--- src/rtl/emu_pkg.sv ---
// Shared definitions for the emulator host-side Wishbone master.
package emu_pkg;

  localparam int unsigned WB_DW   = 32;
  localparam int unsigned WB_AW   = 32;
  localparam int unsigned WB_SELW = 4;

  localparam logic [WB_DW-1:0] ERR_DATA_DEFAULT = 32'hDEAD_BEEF;

  typedef enum logic [1:0] {
    StIdle = 2'd0,
    StBus  = 2'd1,
    StResp = 2'd2
  } state_e;

endpackage

--- src/rtl/emu_wb_timeout.sv ---
// Saturating bus-wait counter with synchronous clear, enable and terminal-count flag.
module emu_wb_timeout #(
  parameter int unsigned TIMEOUT_CYCLES = 255
) (
  input  logic clk_i,
  input  logic rst_ni,
  input  logic clr_i,
  input  logic en_i,
  output logic tc_o
);

  localparam int unsigned CntW = $clog2(TIMEOUT_CYCLES + 1);
  localparam logic [CntW-1:0] CntMax = CntW'(TIMEOUT_CYCLES);
  localparam logic [CntW-1:0] CntTc  = CntW'(TIMEOUT_CYCLES - 1);

  logic [CntW-1:0] cnt_q, cnt_d;

  always_comb begin
    cnt_d = cnt_q;
    if (clr_i) begin
      cnt_d = '0;
    end else if (en_i && (cnt_q != CntMax)) begin
      cnt_d = cnt_q + 1'b1;
    end
  end

  always_ff @(posedge clk_i or negedge rst_ni) begin
    if (!rst_ni) begin
      cnt_q <= '0;
    end else begin
      cnt_q <= cnt_d;
    end
  end

  // The count equals the number of stb cycles already spent, so this marks the last one.
  assign tc_o = (cnt_q == CntTc);

endmodule

--- src/rtl/emu_wb_host_master.sv ---
// Host-side Classic Wishbone master: one command in, one single-beat bus cycle, one response out.
module emu_wb_host_master
  import emu_pkg::*;
#(
  parameter int unsigned      TIMEOUT_CYCLES = 255,
  parameter logic [WB_DW-1:0] ERR_DATA       = ERR_DATA_DEFAULT
) (
  input  logic               wb_clk_i,
  input  logic               wb_rst_ni,
  input  logic               cmd_valid_i,
  output logic               cmd_ready_o,
  input  logic               cmd_we_i,
  input  logic [WB_AW-1:0]   cmd_adr_i,
  input  logic [WB_DW-1:0]   cmd_dat_i,
  input  logic [WB_SELW-1:0] cmd_sel_i,
  output logic               rsp_valid_o,
  input  logic               rsp_ready_i,
  output logic [WB_DW-1:0]   rsp_dat_o,
  output logic               rsp_err_o,
  output logic               wbs_cyc_o,
  output logic               wbs_stb_o,
  output logic               wbs_we_o,
  output logic [WB_SELW-1:0] wbs_sel_o,
  output logic [WB_AW-1:0]   wbs_adr_o,
  output logic [WB_DW-1:0]   wbs_dat_o,
  input  logic [WB_DW-1:0]   wbs_dat_i,
  input  logic               wbs_ack_i,
  output logic               busy_o
);

  state_e             state_q, state_d;
  logic               cyc_q, cyc_d;
  logic               we_q, we_d;
  logic [WB_AW-1:0]   adr_q, adr_d;
  logic [WB_DW-1:0]   dat_q, dat_d;
  logic [WB_SELW-1:0] sel_q, sel_d;
  logic               rsp_valid_q, rsp_valid_d;
  logic [WB_DW-1:0]   rsp_dat_q, rsp_dat_d;
  logic               rsp_err_q, rsp_err_d;
  logic               cmd_ready_q, cmd_ready_d;
  logic               cnt_clr, cnt_en, cnt_tc;

  emu_wb_timeout #(
    .TIMEOUT_CYCLES(TIMEOUT_CYCLES)
  ) u_timeout (
    .clk_i (wb_clk_i),
    .rst_ni(wb_rst_ni),
    .clr_i (cnt_clr),
    .en_i  (cnt_en),
    .tc_o  (cnt_tc)
  );

  always_comb begin
    state_d     = state_q;
    cyc_d       = cyc_q;
    we_d        = we_q;
    adr_d       = adr_q;
    dat_d       = dat_q;
    sel_d       = sel_q;
    rsp_valid_d = rsp_valid_q;
    rsp_dat_d   = rsp_dat_q;
    rsp_err_d   = rsp_err_q;
    cnt_clr     = 1'b0;
    cnt_en      = 1'b0;

    unique case (state_q)
      StIdle: begin
        if (cmd_valid_i && cmd_ready_q) begin
          we_d    = cmd_we_i;
          adr_d   = cmd_adr_i;
          dat_d   = cmd_dat_i;
          sel_d   = cmd_sel_i;
          cyc_d   = 1'b1;
          cnt_clr = 1'b1;
          state_d = StBus;
        end
      end
      StBus: begin
        // Ack is checked first so an ack on the terminal cycle still completes cleanly.
        if (wbs_ack_i) begin
          cyc_d       = 1'b0;
          rsp_err_d   = 1'b0;
          rsp_dat_d   = we_q ? '0 : wbs_dat_i;
          rsp_valid_d = 1'b1;
          state_d     = StResp;
        end else if (cnt_tc) begin
          cyc_d       = 1'b0;
          rsp_err_d   = 1'b1;
          rsp_dat_d   = we_q ? '0 : ERR_DATA;
          rsp_valid_d = 1'b1;
          state_d     = StResp;
        end else begin
          cnt_en = 1'b1;
        end
      end
      StResp: begin
        if (rsp_ready_i) begin
          rsp_valid_d = 1'b0;
          state_d     = StIdle;
        end
      end
      default: begin
        cyc_d       = 1'b0;
        rsp_valid_d = 1'b0;
        state_d     = StIdle;
      end
    endcase

    // Registered so that ready stays low while reset is asserted and has no input path.
    cmd_ready_d = (state_d == StIdle);
  end

  always_ff @(posedge wb_clk_i or negedge wb_rst_ni) begin
    if (!wb_rst_ni) begin
      state_q     <= StIdle;
      cyc_q       <= 1'b0;
      we_q        <= 1'b0;
      adr_q       <= '0;
      dat_q       <= '0;
      sel_q       <= '0;
      rsp_valid_q <= 1'b0;
      rsp_dat_q   <= '0;
      rsp_err_q   <= 1'b0;
      cmd_ready_q <= 1'b0;
    end else begin
      state_q     <= state_d;
      cyc_q       <= cyc_d;
      we_q        <= we_d;
      adr_q       <= adr_d;
      dat_q       <= dat_d;
      sel_q       <= sel_d;
      rsp_valid_q <= rsp_valid_d;
      rsp_dat_q   <= rsp_dat_d;
      rsp_err_q   <= rsp_err_d;
      cmd_ready_q <= cmd_ready_d;
    end
  end

  assign cmd_ready_o = cmd_ready_q;
  assign rsp_valid_o = rsp_valid_q;
  assign rsp_dat_o   = rsp_dat_q;
  assign rsp_err_o   = rsp_err_q;
  assign wbs_cyc_o   = cyc_q;
  assign wbs_stb_o   = cyc_q;
  assign wbs_we_o    = we_q;
  assign wbs_sel_o   = sel_q;
  assign wbs_adr_o   = adr_q;
  assign wbs_dat_o   = dat_q;
  assign busy_o      = (state_q != StIdle);

endmodule

--- config.mk ---
export PLATFORM = sky130hd
export DESIGN_NAME = emu_wb_host_master
export DESIGN_NICKNAME = d
export VERILOG_FILES = /design/src/rtl/emu_pkg.sv /design/src/rtl/emu_wb_timeout.sv /design/src/rtl/emu_wb_host_master.sv
export SDC_FILE = /design/constraint.sdc
export NUM_CORES = 1
export LEC_CHECK = 0
export ABC_AREA = 1
export CAP_MARGIN = 25
export CORE_MARGIN = 1.5
export CORE_UTILIZATION = 30
export DETAILED_ROUTE_END_ITERATION = 10
export GPL_TIMING_DRIVEN = 0
export PLACE_DENSITY = 0.66
export SLEW_MARGIN = 0
export SYNTH_ARGS = -nofsm -noshare
export SYNTH_HDL_FRONTEND = slang
export SYNTH_HIERARCHICAL = 1
export SYNTH_SLANG_ARGS = --single-unit
--- constraint.sdc ---
create_clock -name wb_clk_i -period 2.05 [get_ports wb_clk_i]
set_input_delay 0.3075 -clock wb_clk_i [delete_from_list [all_inputs] [get_ports wb_clk_i]]
set_output_delay 0.3075 -clock wb_clk_i [all_outputs]
set_load 0.03 [all_outputs]
# After elaboration in Yosys (flattened, before gate mapping)
# Index checks and enable logic that the tools add are counted.
totals:
  register_bits: 115
  input_bits: 106
  out_inout_bits: 107
op_classes:
  n_addsub: 1
  eq_ne: 7
  n_mux: 25
  n_bitwise: 2
  n_reduce_logical: 11
ops:
  columns: ["cell", "n"]
  rows:
  - ["$mux 32", 4]
  - ["$mux 8", 2]
  - ["$mux 1", 12]
  - ["$add 8x1->8 const B", 1]
  - ["$eq 8x8->1 const B", 1]
  - ["$mux 2", 4]
  - ["$ne 8x8->1 const B", 1]
  - ["$pmux 1 s3", 2]
  - ["$pmux 2 s3", 1]
  - ["$reduce_and 3->1", 2]
  - ["$reduce_bool 2->1", 3]
  - ["$logic_not 2->1", 2]
  - ["$ne 2x2->1 const B", 2]
  - ["$reduce_and 2->1", 2]
  - ["$ne 3x3->1 const B", 1]
  - ["$eq 2x1->1 const B", 1]
  - ["$eq 2x2->1 const B", 1]
  - ["$logic_and 1x1->1", 2]
  - ["$not 1->1", 2]

# Logic depth before layout (Yosys ltp)
# Gate-level depths: netlist of run 1.
depth:
  depth_word: 7
  mapped_depth: 12
  ltp_nobuf: 12

# Hierarchy
# The synthesis of run 1 kept the hierarchy.
by_module_without_submodules:
  columns: ["mod", "n_inst", "cells_each", "area_per_inst_um2"]
  rows:
  - ["emu_wb_host_master", 1, 519, 4383.0]
  - ["emu_wb_timeout", 1, 75, 528.0]

# Worst setup path before layout of run 1
# OpenSTA, ideal clock, no wires.
synth_timing:
  kind: "register -> register"
  startpoint: "reg u_timeout.cnt_q[0]"
  endpoint: "reg u_timeout.cnt_q[0]"
  setup_ps: 76
  arrival_ps: 1580
  required_ps: 1974
  slack_ps: 394
  path_stages_with_launch: 12
  path_buffers: 0
  synth_period_minus_slack_ps: 1656
  path_cell_list: "dfrtp_1 -> clkinv_1 -> ha_1 -> nand2_1 -> nor2_1 -> nor2_1 -> nand2_1 -> inv_1 -> inv_1 -> a21oi_1 -> nand3_1 -> o21ai_1"
synth_via:
  elab_chain_cells: 6
  elab_cells_between_ends: 10
  classes_between: "add/sub (1); eq/ne (2); mux (5); reduce/logical (2)"
synth_rtl:
  columns: ["item", "line", "source"]
  rows:
  - ["from (decl)", "emu_wb_timeout.sv:16", "logic [CntW-1:0] cnt_q, cnt_d;"]
  - ["from (signal assigned)", "emu_wb_timeout.sv:31", "cnt_q <= cnt_d;"]
  - ["$eq 8x8->1", "emu_wb_timeout.sv:36", "assign tc_o = (cnt_q == CntTc);"]
  - ["via cnt_tc", "emu_wb_host_master.sv:41", "logic cnt_clr, cnt_en, cnt_tc;"]
  - ["$mux 1", "emu_wb_host_master.sv:86", "end else if (cnt_tc) begin"]
  - ["$mux 1", "emu_wb_host_master.sv:80", "if (wbs_ack_i) begin"]
  - ["$mux 1", "emu_wb_host_master.sv:66", "unique case (state_q)"]
  - ["via cnt_en", "emu_wb_host_master.sv:41", null]
  - ["$logic_and 1x1->1", "emu_wb_timeout.sv:22", "end else if (en_i && (cnt_q != CntMax)) begin"]
  - ["$reduce_bool 2->1 (no source line)", null, null]
# The timed path passes the listed nets, and every way through them passes these cells. The select of a mux whose other input is x is not followed.
# A chain may end at the register's enable or synchronous reset.

# Final worst setup path of run 1
layout_timing:
  startpoint: "reg cyc_q (netlist: wbs_cyc_o)"
  endpoint: "out wbs_stb_o"
layout_lines:
  columns: ["item", "line", "source"]
  rows:
  - ["from (decl)", "emu_wb_host_master.sv:32", "logic cyc_q, cyc_d;"]
  - ["from (signal assigned)", "emu_wb_host_master.sv:127", "cyc_q <= cyc_d;"]
  - ["to (decl)", "emu_wb_host_master.sv:21", "output logic wbs_stb_o,"]
# No word-level cell between the ends.

==> results of run 1 <==
[final cells by class]
type                    count  area (um^2)  share of cell area
plain buffers              26          185              0.0234
clock buffers              18          429              0.0542
clock inverters            14          154              0.0194
inverters                  21         86.3              0.0109
flip-flops and latches    115         2880               0.363
multi-input cells         432         1770               0.223
well taps                 216          270              0.0341
repair buffers            213         2150               0.271
[worst max-delay path by stage]
stage,startpoint,end,cells past startpoint
floorplan,u_timeout/cnt_q[0],u_timeout/cnt_q[0],11
global placement,wb_rst_ni,wbs_dat_o[23],1
CTS,u_timeout/cnt_q[0],u_timeout/cnt_q[0],11
detailed placement,u_timeout/cnt_q[0],u_timeout/cnt_q[0],11
finish,wbs_cyc_o,wbs_stb_o,2
global route,u_timeout/cnt_q[0],u_timeout/cnt_q[0],11
[per-layer routing]
| layer | part of all wire | vias up |
|---|---|---|
| met5 | 0 | - |
| met4 | 0.015 | 0 |
| met3 | 0.10 | 17 |
| met2 | 0.44 | 159 |
| met1 | 0.44 | 2010 |
| li1 | - | 2265 |
[worst reg2reg max path, delay by kind of cell, from the launching register on]
family | cells | cell delay [ps]
AND/OR/NAND/NOR | 5 | 500
flip-flops | 1 | 370
buffers and inverters | 3 | 340
AO/OA/AOI/OAI | 2 | 260
adder cells (fa/ha/maj) | 1 | 220
[power breakdown]
part	leakage [nW]	internal, W	switching (W)
Clock	0.277	0.00180	0.00114
Combinational	2.16	0.00268	0.00403
Sequential	1.44	0.00331	0.000589
[sequential cells by signal, summed over array words and instances (netlist names)]
| signal | count |
|---|---|
| wbs_sel_o | 4 |
| wbs_adr_o | 32 |
| u_timeout/cnt_q | 8 |
| rsp_err_o | 1 |
| rsp_dat_o | 32 |
| wbs_dat_o | 32 |
| wbs_we_o | 1 |
| cmd_ready_o | 1 |
| state_q | 2 |
| rsp_valid_o | 1 |
| wbs_cyc_o | 1 |
[timing repair]
action | CTS | global route
hold buffers | 1 | 0
resized for setup | 1 | 2
pin swaps | 0 | 0
setup buffers | 0 | 0
endpoints found under the hold margin | 47 | 0
setup endpoints to repair | 1 | 6
[stage by stage]
step / instance area, um^2 / TNS [ps] / cells / setup WS [ps]
2_1_floorplan: 4910 / 0 / 594 / 394
3_3_place_gp: 7290 / -458740 / 1021 / -4000
3_5_place_dp: 7320 / 0 / 1022 / 128
4_1_cts: 7910 / 0 / 1055 / 109
5_1_grt: 7920 / 0 / 1055 / 15.7
6_report: 7920 / 0 / 1055 / 178
[logic make-up after synthesis]
group,share of synthesized area
AND/OR/NAND/NOR,0.343
flip-flops,0.586
buffers and inverters,0.0553
AO/OA/AOI/OAI,0.00535
XOR/XNOR,0.00535
adder cells (fa/ha/maj),0.00509
[layout by cell type, fill, tap and decap left out, types with 3 or more instances in the layout]
cell type | netlist | final
buf_2 | 10 | 10
buf_4 | 6 | 6
buf_6 | 7 | 8
clkbuf_1 | 3 | 4
clkbuf_16 | 0 | 17
clkdlybuf4s50_1 | 0 | 209
clkinv_4 | 1 | 5
clkinvlp_4 | 0 | 3
dfrtp_1 | 115 | 115
inv_1 | 15 | 15
inv_2 | 3 | 3
inv_6 | 0 | 3
nand2_1 | 334 | 334
nand2_2 | 3 | 3
nand3_1 | 7 | 7
nand4_1 | 10 | 10
nor2_1 | 61 | 60
nor2_2 | 2 | 3
xor2_1 | 3 | 3
==> flow_summary_export.csv, run 1 <==
group,metric,value,unit
synthesis,ys_top_cells_by_area,"dfrtp_1 (59%), nand2_1 (26%), nor2_1 (4.7%), buf_6 (1.6%), nand4_1 (1.3%)",
clock_tree,cts_buffers,17,
synthesis,synth_top_area_frac,0.586,
critical_path,crit_family,"buffers and inverters",
sta,tightest_slew,471,ps
floorplanning,core-area,15900,um^2
min_path,hold_start,"wbs_ack_i",
sta,drv_slew,0,
critical_path,start_kind,"flop",
critical_path,rr_worst_depth,11,
synthesis,synth_edf_count,0,
critical_path,cp_cell_sequence,"buf_4 > clkdlybuf4s50_1",
drt,drt-total-wl,13800,um
drt,ant_nets,0,
placement,portBuffers,211,
sta,finClkSkew,10.3,ps
floorplanning,start_util,0.308,
final_layout,fin_nets,934,
job,maxCapViolCount,0,
clock_tree,cts_tree,"built",
drt,viasPerCell,4.22,
power,power,0.0136,W
critical_path,end_kind,"primary output",
floorplanning,row_count,46,
synthesis,netlist_instances,594,
critical_path,cp_max_fo,3,
min_path,holdCritPathClass,"in -> reg",
min_path,worstHoldPathCells,3,
floorplanning,die_area,17100,um^2
clock_tree,path_clk_slew,60,ps
global_routing,grt_max_degree,69,
final_layout,fillers,1539,
critical_path,r2r_end,"u_timeout/cnt_q[0]",
final_layout,final_util,0.497,
synthesis,yosys.area.top_type,"dfrtp_1",
sta,min_period_over_period,0.913,
global_routing,track_usage,0.163,
drt,via_count,4451,
drt,wire_per_inst,13.1,um
synthesis,synth_area_per_cell,8.27,um^2
critical_path,critPathMaxStageDelay,650,ps
power,p_leak,3.88,nW
clock_tree,ctsLongestPathBuffers,2,
clock_tree,clkLatencyLatePin,420,ps
power,power.density,1710,nW/um^2
sta,max_freq,534,MHz
critical_path,timing.rr.start,"u_timeout/cnt_q[0]",
drt,first_pass_iters,4,
final_layout,antennaDiodeCount,0,
synthesis,syn_nets,702,
synthesis,synth_common_cells,"nand2_1 (334), dfrtp_1 (115), nor2_1 (61), inv_1 (15)",
placement,hpwl,10000,um
global_routing,grt_use_met3,0.0802,
synthesis,synth_seq_cells,115,
synthesis,synth_ff_type,"dfrtp_1",
critical_path,critical_path_class,"reg -> out",
global_routing,gr-usage-met1,0.195,
synthesis,yosysSeqAreaShare,0.586,
critical_path,slowest_stage,"clkdlybuf4s50_1",
sta,max_slew_margin,0.686,
synthesis,ys_types,26,
sta,rsz0062_at_grt,"false",
placement,gp_congestion,0.761,
global_routing,grt_use_met2,0.257,
sta,fin_crit,1870,ps
power,peakVddDrop,935,uV
min_path,hold_path_end,"rsp_dat_o[8]",
critical_path,ff2ff_setup_slack,290,ps
critical_path,critical_path_buf_inv_count,2,
drt,drt-initial-drc-count,181,
global_routing,grt_pass1_vias,4249,
floorplanning,fp.dieH,131,um
run_status,outcome,"finished clean",
synthesis,ys_async_sr_fraction,1.00,
final_layout,area_growth,61.3,%
sta,setup_viol,0,
sta,hold_viol_final,0,
global_routing,top_usage_layer,"met2",
clock_tree,htreeDepth,4,
synthesis,yosysMostFrequentCell,"nand2_1",
critical_path,cp.required,1740,ps
critical_path,worstPathArrival,1560,ps
global_routing,grt-ovfl-total,0,
drt,drc,0,
global_routing,antenna_found_initial,0,
global_routing,grt_pass1_wl,21300,um
synthesis,syn_area,4910,um^2
floorplanning,fp.dieW,131,um
clock_tree,cts_root_buf,"clkbuf_16",
final_layout,drive_above_1_share,0.0882,
floorplanning,pin_count,213,
sta,hold_ws,252,ps
clock_tree,cts_sinks,115,
synthesis,ys_warn_count,6,
(Power assumes the default switching activity.)
==> inputs of run 2 (changes only) <==
--- a/config.mk
+++ b/config.mk
@@ -9,6 +9,7 @@
 export CAP_MARGIN = 25
 export CORE_MARGIN = 1.5
 export CORE_UTILIZATION = 30
+export CTS_BUF_LIST = sky130_fd_sc_hd__clkbuf_8
 export DETAILED_ROUTE_END_ITERATION = 10
 export GPL_TIMING_DRIVEN = 0
 export PLACE_DENSITY = 0.66
==> flow_summary_export.csv, run 2 (synthesized netlist as in run 1, its figures left out) <==
group,metric,value,unit
run_status,outcome,"finished clean",
global_routing,grt_pass1_wl,21200,um
drt,ant_nets,0,
sta,max_freq,529,MHz
drt,drc,0,
sta,tns,0,ps
critical_path,timing.rr.start,"u_timeout/cnt_q[0]",
critical_path,rr_worst_depth,11,
clock_tree,cts_tree,"built",
critical_path,critPathMaxStageDelay,650,ps
sta,hold_ws,223,ps
critical_path,start_kind,"flop",
drt,dr_wl_met2,6000,um
drt,met3_length,1510,um
floorplanning,fp.dieH,131,um
drt,wire_per_inst,13.1,um
placement,hpwl,10000,um
floorplanning,core-area,15900,um^2
critical_path,crit_end,"wbs_stb_o",
critical_path,end_kind,"primary output",
floorplanning,fp.dieW,131,um
final_layout,drive_above_1_share,0.0882,
sta,tightest_slew,474,ps
power,peakVddDrop,964,uV
final_layout,final_common_cell,"nand2_1",
critical_path,crit_start,"wbs_cyc_o",
drt,via_count,4452,
global_routing,grt-ovfl-total,0,
global_routing,grt_pass1_vias,4222,
final_layout,fillers,1555,
clock_tree,clkLatencyLatePin,440,ps
placement,portBuffers,211,
critical_path,critical_path_buf_inv_count,2,
critical_path,cp.required,1740,ps
final_layout,final_cell_mix,"nand2_1 (334), clkdlybuf4s50_1 (209), dfrtp_1 (115)",
final_layout,fin_nets,934,
power,power.density,1650,nW/um^2
critical_path,worstPathArrival,1580,ps
sta,worst_slack,160,ps
floorplanning,start_util,0.308,
clock_tree,cts_buffers,17,
critical_path,crit_family,"buffers and inverters",
final_layout,area_growth,57.4,%
drt,viasPerCell,4.22,
power,power,0.0127,W
critical_path,slowest_stage,"clkdlybuf4s50_1",
job,maxCapViolCount,0,
critical_path,crit_cells,2,
clock_tree,htreeDepth,4,
clock_tree,cts_sinks,115,
clock_tree,path_clk_slew,80,ps
final_layout,final_util,0.485,
drt,wl_met1,6130,um
floorplanning,row_count,46,
sta,drv_slew,0,
clock_tree,cts_root_buf,"clkbuf_8",
global_routing,antenna_found_initial,0,
critical_path,cp_cell_sequence,"buf_4 > clkdlybuf4s50_1",
placement,place_ws,128,ps
placement,gp_congestion,0.761,
clock_tree,ctsLongestPathBuffers,2,
critical_path,critical_path_class,"reg -> out",
global_routing,grt_max_degree,69,
sta,finClkSkew,13.6,ps
floorplanning,pin_count,213,
drt,drt-total-wl,13900,um
min_path,holdCritPathClass,"in -> reg",
critical_path,r2r_end,"u_timeout/cnt_q[0]",
sta,max_slew_margin,0.684,
final_layout,antennaDiodeCount,0,
critical_path,ff2ff_setup_slack,280,ps
floorplanning,die_area,17100,um^2
drt,drt-initial-drc-count,195,
sta,fin_crit,1890,ps
power,p_leak,3.80,nW
sta,setup_viol,0,
sta,rsz0062_at_grt,"false",
critical_path,cp_max_fo,3,
drt,first_pass_iters,4,
drt,highest_layer,"met4",
sta,hold_viol_final,0,
global_routing,track_usage,0.163,
sta,min_period_over_period,0.922,
## run 2: cell types whose count changed in the layout (fill, tap and decap cells not counted), sizes merged
cell,change
clkbuf,-1
inv,+1
## run 2: worst min-delay path by stage
| stage | from | endpoint | slack (ps) | depth (start not counted) |
|---|---|---|---|---|
| finish | wbs_ack_i | rsp_dat_o[8] | 220 | 3 |
| global route | wbs_ack_i | rsp_dat_o[14] | 210 | 3 |
| CTS | wbs_ack_i | rsp_dat_o[8] | 190 | 3 |
| detailed placement | wb_rst_ni | rsp_dat_o[6] | 280 | 1 |
| global placement | wbs_dat_o[18] | wbs_dat_o[18] | 460 | 2 |
| floorplan | wb_rst_ni | cmd_ready_o | 10 | 0 |
## run 2: power breakdown
part / total (W) / internal (W) / switching (W) / leakage [nW]
sequential: 0.00390 / 0.00331 / 0.000589 / 1.44
clock: 0.00213 / 0.00109 / 0.00104 / 0.194
combinational: 0.00671 / 0.00268 / 0.00403 / 2.16
## run 2: metal layers
| metal | track usage | up-vias |
|---|---|---|
| li1 | - | 2262 |
| met1 | 0.193 | 2008 |
| met2 | 0.257 | 168 |
| met3 | 0.0822 | 14 |
| met4 | 0.0575 | 0 |
| met5 | 0 | - |
## run 2: repair_timing
action	4_1_cts	5_1_grt
pin swaps	0	0
buffers inserted	0	0
hold buffers	1	0
setup endpoints to repair	1	6
resized for setup	1	2
endpoints found under the hold margin	47	0
## run 2: cell type report
| cell class | instances | area (um^2) | share of cell area |
|---|---|---|---|
| tap | 216 | 270 | 0.0350 |
| buffer | 26 | 185 | 0.0240 |
| timing repair buffer | 213 | 2150 | 0.278 |
| sequential | 115 | 2880 | 0.372 |
| clock buffer | 17 | 234 | 0.0303 |
| inverter | 21 | 86.3 | 0.0112 |
| multi-input combinational | 432 | 1770 | 0.229 |
| clock inverter | 15 | 158 | 0.0204 |
## run 2: per-stage QoR
| stage | instances | area, um^2 |
|---|---|---|
| 2_1_floorplan | 594 | 4910 |
| 3_3_place_gp | 1021 | 7290 |
| 3_5_place_dp | 1022 | 7320 |
| 4_1_cts | 1055 | 7720 |
| 5_1_grt | 1055 | 7730 |
| 6_report | 1055 | 7730 |
## run 2: worst reg2reg max path, delay by kind of cell (launching register included)
kind,cells,cell delay [ps]
simple gates,5,500
flops,1,370
buf+inv,3,340
compound gates,2,260
fa+ha+maj,1,220
==> inputs of run 3 (changes only) <==
--- a/config.mk
+++ b/config.mk
@@ -8,11 +8,12 @@
 export ABC_AREA = 1
 export CAP_MARGIN = 25
 export CORE_MARGIN = 1.5
-export CORE_UTILIZATION = 30
+export CORE_UTILIZATION = 44
 export CTS_BUF_LIST = sky130_fd_sc_hd__clkbuf_8
 export DETAILED_ROUTE_END_ITERATION = 10
 export GPL_TIMING_DRIVEN = 0
-export PLACE_DENSITY = 0.66
+export PLACE_DENSITY = 0.89
+export SKIP_LAST_GASP = 1
 export SLEW_MARGIN = 0
 export SYNTH_ARGS = -nofsm -noshare
 export SYNTH_HDL_FRONTEND = slang
==> flow_summary_export.csv, run 3 (synthesized netlist as in run 1, its figures left out) <==
group,metric,value,unit
clock_tree,cts_tree,"built",
placement,place_ws,125,ps
floorplanning,fp.dieW,109,um
critical_path,end_kind,"primary output",
final_layout,fin_nets,934,
sta,min_period_over_period,0.909,
drt,drt-total-wl,13300,um
floorplanning,row_count,38,
sta,max_slew_margin,0.672,
global_routing,grt_max_degree,66,
sta,setup_viol,0,
floorplanning,die_area,11800,um^2
drt,viasPerCell,4.64,
sta,rsz0062_at_grt,"false",
clock_tree,cts_sinks,115,
placement,portBuffers,211,
power,peakVddDrop,988,uV
final_layout,drive_above_1_share,0.0871,
sta,worst_slack,187,ps
clock_tree,cts_setup_buffers,0,
drt,ant_nets,0,
global_routing,gr-usage-met1,0.286,
clock_tree,cts_root_buf,"clkbuf_8",
critical_path,cp.required,1740,ps
clock_tree,cts_buffers,17,
global_routing,top_usage_layer,"met2",
final_layout,antennaDiodeCount,0,
final_layout,final_util,0.702,
drt,drc,0,
global_routing,grt_use_met3,0.0711,
floorplanning,core-area,10800,um^2
sta,hold_ws,246,ps
clock_tree,ctsLongestPathBuffers,2,
sta,finClkSkew,12.6,ps
critical_path,ff2ff_setup_slack,270,ps
global_routing,antenna_found_initial,0,
final_layout,final_cell_mix,"nand2_1 (334), clkdlybuf4s50_1 (209), dfrtp_1 (115)",
sta,fin_crit,1860,ps
placement,gp_congestion,0.800,
critical_path,start_kind,"flop",
power,power.density,1660,nW/um^2
critical_path,timing.rr.start,"u_timeout/cnt_q[0]",
sta,tightest_slew,492,ps
floorplanning,start_util,0.453,
clock_tree,clkLatencyLatePin,410,ps
final_layout,final_common_cell,"nand2_1",
critical_path,worstPathArrival,1560,ps
global_routing,grt_use_met2,0.387,
global_routing,track_usage,0.231,
drt,drt-initial-drc-count,277,
placement,hpwl,9610,um
min_path,holdCritPathClass,"in -> reg",
sta,hold_viol_final,0,
critical_path,cp_max_fo,3,
final_layout,area_growth,55.1,%
clock_tree,path_clk_slew,80,ps
sta,drv_slew,0,
sta,max_freq,537,MHz
floorplanning,fp.dieH,109,um
job,maxCapViolCount,0,
global_routing,grt-ovfl-total,0,
critical_path,crit_start,"wbs_cyc_o",
drt,via_count,4537,
min_path,hold_start,"wbs_ack_i",
drt,wire_per_inst,13.6,um
final_layout,fillers,866,
floorplanning,pin_count,213,
power,p_leak,3.79,nW
global_routing,grt_pass1_wl,20800,um
clock_tree,htreeDepth,4,
drt,first_pass_iters,5,
global_routing,grt_pass1_vias,4294,
run_status,outcome,"finished clean",
critical_path,critical_path_class,"reg -> out",
==> run 3: changes by cell type in the layout (fill, tap and decap cells not counted), sizes merged <==
cell / previous run / this run
clkinvlp: 3 / 4
inv: 23 / 20
clkbuf: 20 / 24
clkinv: 8 / 6
bufinv: 2 / 1
==> run 3: power breakdown <==
group | internal (W) | switching, W | leakage, nW
Clock | 0.00107 | 0.000918 | 0.187
Sequential | 0.00331 | 0.000606 | 1.44
Combinational | 0.00268 | 0.00405 | 2.16
==> run 3: area by class of cell <==
class	instances	area, um^2	share of cell area
clock buffers	21	289	0.0380
repair buffers	213	2150	0.282
flip-flops and latches	115	2880	0.378
inverters	21	86.3	0.0113
clock inverters	10	83.8	0.0110
well taps	140	175	0.0230
multi-input cells	432	1770	0.232
plain buffers	26	185	0.0243
==> run 3: critical path: stages (launching register included) <==
cell	delay (ps)
dfrtp_1	380
buf_4	120
clkdlybuf4s50_1	650
==> run 3: routing by layer <==
layer,vias up,routed length (um)
met5,-,0
met4,0,220
met3,22,993
met2,166,6600
met1,2091,5510
li1,2258,-
==> run 3: final timing paths <==
check,endpoint,cells past startpoint
setup / recovery,wbs_stb_o,2
hold / removal,rsp_dat_o[20],3
max in group asynchronous,wbs_dat_o[18],3
hold reg to reg,wbs_dat_o[12],2
min in group asynchronous,wbs_dat_o[31],2
setup reg to reg,u_timeout/cnt_q[0],11
==> run 3: metrics by stage <==
stage,instance area [um^2],TNS [ps],cells,total power (W)
global placement,7200,-430840,945,0.0105
CTS,7610,0,978,0.0127
detailed placement,7230,0,946,0.0107
global route,7610,0,978,0.0134
floorplan,4910,0,594,0.00779
finish,7610,0,978,0.0126
==> run 3: repair_timing <==
item | CTS | global route
gates resized for setup | 1 | 2
hold buffers | 1 | 0
setup endpoints to repair | 1 | 6
endpoints found under the hold margin | 50 | 0
